`src/rtl/sgmii_rx_sync_ctl.sv`:
```
// SGMII receive word-sync controller: bit-slips the symbol gearbox until commas align,
// qualifies lock on clean commas and tracks error density. Define SGMII_SYNC_STATS_EN for live stats counters.
module sgmii_rx_sync_ctl #(
  parameter int SLIP_WINDOW  = 20,
  parameter int SLIP_HOLDOFF = 4,
  parameter int ACQ_COMMAS   = 3,
  parameter int ERR_LIMIT    = 4,
  parameter int GOOD_RUN     = 4
) (
  input  logic        clk,
  input  logic        rst_n,
  input  logic        symbol_valid,
  input  logic        symbol_is_comma,
  input  logic        symbol_err,
  input  logic        disparity_err,
  input  logic        force_resync,
  output logic        bitslip,
  output logic        locked,
  output logic [1:0]  sync_state,
  output logic [15:0] slip_count,
  output logic [15:0] lol_count
);

  typedef enum logic [1:0] {
    HUNT      = 2'd0,
    SLIP_WAIT = 2'd1,
    ACQUIRE   = 2'd2,
    LOCKED    = 2'd3
  } state_t;

  localparam logic [7:0] WIN  = 8'(SLIP_WINDOW);
  localparam logic [3:0] HOLD = 4'(SLIP_HOLDOFF);
  localparam logic [3:0] ACQ  = 4'(ACQ_COMMAS);
  localparam logic [3:0] LIM  = 4'(ERR_LIMIT);
  localparam logic [3:0] RUN  = 4'(GOOD_RUN);

  function automatic logic [7:0] inc8(input logic [7:0] x);
    return (x == 8'hFF) ? x : x + 8'd1;
  endfunction

  function automatic logic [3:0] inc4(input logic [3:0] x);
    return (x == 4'hF) ? x : x + 4'd1;
  endfunction

  state_t     state, state_nx;
  logic [7:0] sym_cnt, sym_cnt_nx;
  logic [3:0] hold_cnt, hold_cnt_nx;
  logic [3:0] comma_cnt, comma_cnt_nx;
  logic [3:0] bucket, bucket_nx;
  logic [3:0] good_cnt, good_cnt_nx;
  logic       slip_nx;
  logic       bitslip_q;

  logic serr, clean, comma_ok;
  assign serr     = symbol_valid & (symbol_err | disparity_err);
  assign clean    = symbol_valid & ~serr;
  assign comma_ok = clean & symbol_is_comma;

  always_comb begin
    state_nx     = state;
    sym_cnt_nx   = sym_cnt;
    hold_cnt_nx  = hold_cnt;
    comma_cnt_nx = comma_cnt;
    bucket_nx    = bucket;
    good_cnt_nx  = good_cnt;
    slip_nx      = 1'b0;
    if (force_resync) begin
      state_nx     = HUNT;
      sym_cnt_nx   = '0;
      hold_cnt_nx  = '0;
      comma_cnt_nx = '0;
      bucket_nx    = '0;
      good_cnt_nx  = '0;
    end else if (symbol_valid) begin
      unique case (state)
        HUNT: begin
          if (comma_ok) begin
            sym_cnt_nx   = '0;
            comma_cnt_nx = 4'd1;
            if (ACQ == 4'd1) begin
              state_nx     = LOCKED;
              comma_cnt_nx = '0;
              bucket_nx    = '0;
              good_cnt_nx  = '0;
            end else begin
              state_nx = ACQUIRE;
            end
          end else if (inc8(sym_cnt) == WIN) begin
            slip_nx     = 1'b1;
            state_nx    = SLIP_WAIT;
            sym_cnt_nx  = '0;
            hold_cnt_nx = '0;
          end else begin
            sym_cnt_nx = inc8(sym_cnt);
          end
        end
        SLIP_WAIT: begin
          if (inc4(hold_cnt) == HOLD) begin
            state_nx    = HUNT;
            hold_cnt_nx = '0;
            sym_cnt_nx  = '0;
          end else begin
            hold_cnt_nx = inc4(hold_cnt);
          end
        end
        ACQUIRE: begin
          if (serr) begin
            state_nx     = HUNT;
            sym_cnt_nx   = '0;
            comma_cnt_nx = '0;
          end else if (symbol_is_comma) begin
            sym_cnt_nx = '0;
            if (inc4(comma_cnt) == ACQ) begin
              state_nx     = LOCKED;
              comma_cnt_nx = '0;
              bucket_nx    = '0;
              good_cnt_nx  = '0;
            end else begin
              comma_cnt_nx = inc4(comma_cnt);
            end
          end else if (inc8(sym_cnt) == WIN) begin
            // comma stream vanished before lock qualified; search again without slipping
            state_nx     = HUNT;
            sym_cnt_nx   = '0;
            comma_cnt_nx = '0;
          end else begin
            sym_cnt_nx = inc8(sym_cnt);
          end
        end
        LOCKED: begin
          if (serr) begin
            good_cnt_nx = '0;
            if (inc4(bucket) == LIM) begin
              state_nx  = HUNT;
              bucket_nx = '0;
            end else begin
              bucket_nx = inc4(bucket);
            end
          end else if (inc4(good_cnt) == RUN) begin
            good_cnt_nx = '0;
            if (bucket != 4'd0) bucket_nx = bucket - 4'd1;
          end else begin
            good_cnt_nx = inc4(good_cnt);
          end
        end
        default: state_nx = HUNT;
      endcase
    end
  end

  always_ff @(posedge clk or negedge rst_n) begin
    if (!rst_n) begin
      state     <= HUNT;
      sym_cnt   <= '0;
      hold_cnt  <= '0;
      comma_cnt <= '0;
      bucket    <= '0;
      good_cnt  <= '0;
      bitslip_q <= 1'b0;
    end else begin
      state     <= state_nx;
      sym_cnt   <= sym_cnt_nx;
      hold_cnt  <= hold_cnt_nx;
      comma_cnt <= comma_cnt_nx;
      bucket    <= bucket_nx;
      good_cnt  <= good_cnt_nx;
      bitslip_q <= slip_nx;
    end
  end

  assign bitslip    = bitslip_q;
  assign locked     = (state == LOCKED);
  assign sync_state = state;

`ifdef SGMII_SYNC_STATS_EN
  logic [15:0] slip_cnt_q, lol_cnt_q;
  logic        lol_evt;

  // loss of lock: forced resync out of LOCKED, or the bucket filling up
  assign lol_evt = (state == LOCKED) &
                   (force_resync | (serr & (inc4(bucket) == LIM)));

  always_ff @(posedge clk or negedge rst_n) begin
    if (!rst_n) begin
      slip_cnt_q <= '0;
      lol_cnt_q  <= '0;
    end else begin
      if (slip_nx && slip_cnt_q != 16'hFFFF) slip_cnt_q <= slip_cnt_q + 16'd1;
      if (lol_evt && lol_cnt_q  != 16'hFFFF) lol_cnt_q  <= lol_cnt_q + 16'd1;
    end
  end

  assign slip_count = slip_cnt_q;
  assign lol_count  = lol_cnt_q;
`else
  assign slip_count = 16'd0;
  assign lol_count  = 16'd0;
`endif

endmodule

```
`config.mk`:
```
export PLATFORM = sky130hd
export DESIGN_NAME = sgmii_rx_sync_ctl
export DESIGN_NICKNAME = d
export VERILOG_FILES = /design/src/rtl/sgmii_rx_sync_ctl.sv
export SDC_FILE = /design/constraint.sdc
export NUM_CORES = 1
export LEC_CHECK = 0
export ABC_AREA = 0
export CAP_MARGIN = 20
export CORE_ASPECT_RATIO = 0.5
export CORE_MARGIN = 2
export CORE_UTILIZATION = 55
export DETAILED_ROUTE_END_ITERATION = 7
export DONT_BUFFER_PORTS = 1
export HOLD_SLACK_MARGIN = 0.06
export PLACE_DENSITY = 0.7
export RECOVER_POWER = 25
export SLEW_MARGIN = 20
export SYNTH_ARGS = -nofsm -noshare
export SYNTH_HDL_FRONTEND = slang
export SYNTH_SLANG_ARGS = --single-unit
```
`constraint.sdc`:
```
create_clock -name clk -period 3.3 [get_ports clk]
set_input_delay 0.495 -clock clk [delete_from_list [all_inputs] [get_ports clk]]
set_output_delay 0.495 -clock clk [all_outputs]
set_load 0.02 [all_outputs]
```
==> impl_metrics.tcl <==
set metrics [dict create \
    outcome "complete, but fails checks" \
    violations "capacitance limit, slew limit" \
    chipWidth_um 98.6 \
    r2r-end "sync_state[1]" \
    finalPower_mw 0.947 \
    synth-seq-cells 27 \
    cts_root_buffer "clkbuf_8" \
    cp.required_ns 3.47 \
    power.static_leakage_nw 0.999 \
    crit_end "sync_state[1]" \
    crit_arrival_ns 2.77 \
    ff_latch_area_um2 676 \
    ant_nets 0 \
    p_per_area_mw_per_mm2 394 \
    routed_wl_um 5260 \
    fp.dieH_um 51.3 \
    syn_avg_cell_area_um2 8.01 \
    drt-pass1-iter-count 4 \
    cp-startpoint "sym_cnt[0]" \
    cts-buffers-inserted 3 \
    drc 0 \
    grt_first_pass_wirelength_um 8850 \
    fp-row-count 17 \
    setup_viol 0 \
    layout_common_cells "conb_1 (32), dfrtp_1 (27), nor2_1 (23)" \
    cts.sinks 27 \
    clock-skew-final_ns 0.00210 \
    yosysSeqAreaShare 0.275 \
    post_drt_via_cell_ratio 6.05 \
    syn2layout_area_growth_pct -2.24 \
    cts_resized 0 \
    final_cell_area_mm2 0.00240 \
    antenna_cells 0 \
    vdd_drop_max_uv 174 \
    nets 317 \
    tightest_slew_ns 1.52 \
    syn-instance-count 307 \
    ff2ff_setup_slack_ns 0.71 \
    syn_area_mm2 0.00246 \
    grt_start_max_net_pins 28 \
    clockBufferDepth 2 \
    numPortBuffers 0 \
    rsz0062_at_grt "no" \
    core_area_mm2 0.00434 \
    dieArea_mm2 0.00505 \
    timing.rr.start "sym_cnt[0]" \
    antenna_found_initial 0 \
    track_usage 0.214 \
    layout_commonest_cell "conb_1" \
    slew_viol_final 28 \
    synth_edf_count 0 \
    cts_max_level 1 \
    dpl_cell_area_mm2 0.00234 \
    start_kind "register" \
    hold_violations 0 \
    cts_tree "built" \
    drive_above_1_share 0.0436 \
    drv_cap 1 \
    wl_per_cell_um 14.8 \
    synthFlopType "dfrtp_1" \
    tns_ns 0 \
    vias 2148 \
    hold_path_class "in2reg" \
    relSlewSlack -0.0137 \
    fin_crit_ns 2.59 \
    place_hpwl_um 3770 \
    worst_slack_ns 0.706 \
    crit_fanout 10 \
    r2r_cells 7 \
    place.gp.congestion 0.894 \
    crit_path_end_kind "register" \
    critPathKind "reg2reg" \
    ios 43 \
    initial_core_util 0.567 \
    synth-warning-count 0 \
    first_iter_violations 138 \
    fillers 408 \
    synth_cell_types 58 \
    grt_pass1_vias 1871 \
    multiInputGateArea_mm2 0.00153 \
    period_share 0.786 \
    dp_slack_ns 0.720 \
    insertion_delay_ns 0.28 \
    hold_ws_ns 0.276 \
    path_clk_slew_ns 0.09 \
    max_freq_mhz 385 \
    grt_overflow 0 \
    async_flop_share 1.00 \
]
metrics by stage:
step,utilization,std cells
after floorplan,-,338
after global placement,0.540,349
after detailed placement,0.540,349
after CTS,0.558,355
after global routing,0.554,355
final,0.554,355
cells in the mapped netlist (3+ instances only):
master    instances  area share
a21oi_1          20       0.041
a31oi_1          12       0.031
a32o_1            5       0.020
a41oi_1           4       0.014
and2_1            4       0.010
buf_2             4      0.0081
buf_4            33        0.10
clkbuf_1         10       0.015
dfrtp_1          27        0.27
ha_1             11       0.056
inv_1            13       0.020
nand2_1          19       0.029
nand2b_1          7       0.018
nand3_1          15       0.031
nand3b_1          3      0.0092
nand4_1           3      0.0076
nor2_1           23       0.035
nor2b_1           5       0.013
nor3_1            8       0.016
o21a_1            4       0.012
o21ai_0          22       0.045
o21ai_1           3      0.0061
o31ai_1           5       0.015
or3_1             3      0.0076
xor2_1            3       0.011
registers in the layout, indices dropped and copies added (netlist names):
register / cells
sync_state: 2
good_cnt: 4
bucket: 4
sym_cnt: 8
bitslip: 1
comma_cnt: 4
hold_cnt: 4
critical path, stage by stage (launching register included):
cell and delay [ns]:
dfrtp_1 0.53, ha_1 0.31, and3_1 0.21, nor3b_2 0.19, nor2_1 0.12, or3b_1 0.51, a221o_1 0.41, a32o_1 0.21
power by group:
group / total, mW / internal (mW) / switching, mW
clock network: 0.195 / 0.0868 / 0.108
registers: 0.400 / 0.350 / 0.0500
logic: 0.351 / 0.126 / 0.225
total: 0.947 / 0.563 / 0.384
layer usage:
layer	vias to the layer above	GRT usage	wire length (um)
met4	0	0.0320	40
met3	6	0.0369	342
met2	85	0.353	2390
met1	1015	0.304	2490
li1	1042	-	-
met5	-	0	0
cells by family after synthesis:
group,Yosys count,synth area share
adders and majority gates,11,0.0560
DFF,27,0.275
muxes,2,0.00814
xor gates and xnor gates,5,0.0178
buffers and inverters,61,0.149
other,1,0.00153
AOI/OAI and AO/OA,97,0.274
and+or+nand+nor,103,0.219
area by class of cell:
type	count	area share
clock buffers	4	0.0187
inverters	13	0.0203
multi-input cells	250	0.638
flip-flops and latches	27	0.281
well taps	57	0.0297
repair buffers	4	0.0120
how the worst min path moves through the flow:
| stage | slack [ns] | end | startpoint | cells after the start |
|---|---|---|---|---|
| 2_1_floorplan | 0.20 | bitslip | rst_n | 0 |
| 3_3_place_gp | 0.20 | sym_cnt[6] | rst_n | 0 |
| 3_5_place_dp | 0.20 | sym_cnt[6] | rst_n | 0 |
| 4_1_cts | 0.27 | hold_cnt[3] | force_resync | 1 |
| 5_1_grt | 0.26 | hold_cnt[2] | force_resync | 1 |
| 6_report | 0.28 | hold_cnt[3] | force_resync | 1 |
what timing repair did:
action,in CTS,in global routing
hold buffers,2,0
setup buffers,0,0
endpoints found under the setup margin,0,0
endpoints found under the hold margin,27,0
(Power assumes the default switching activity.)
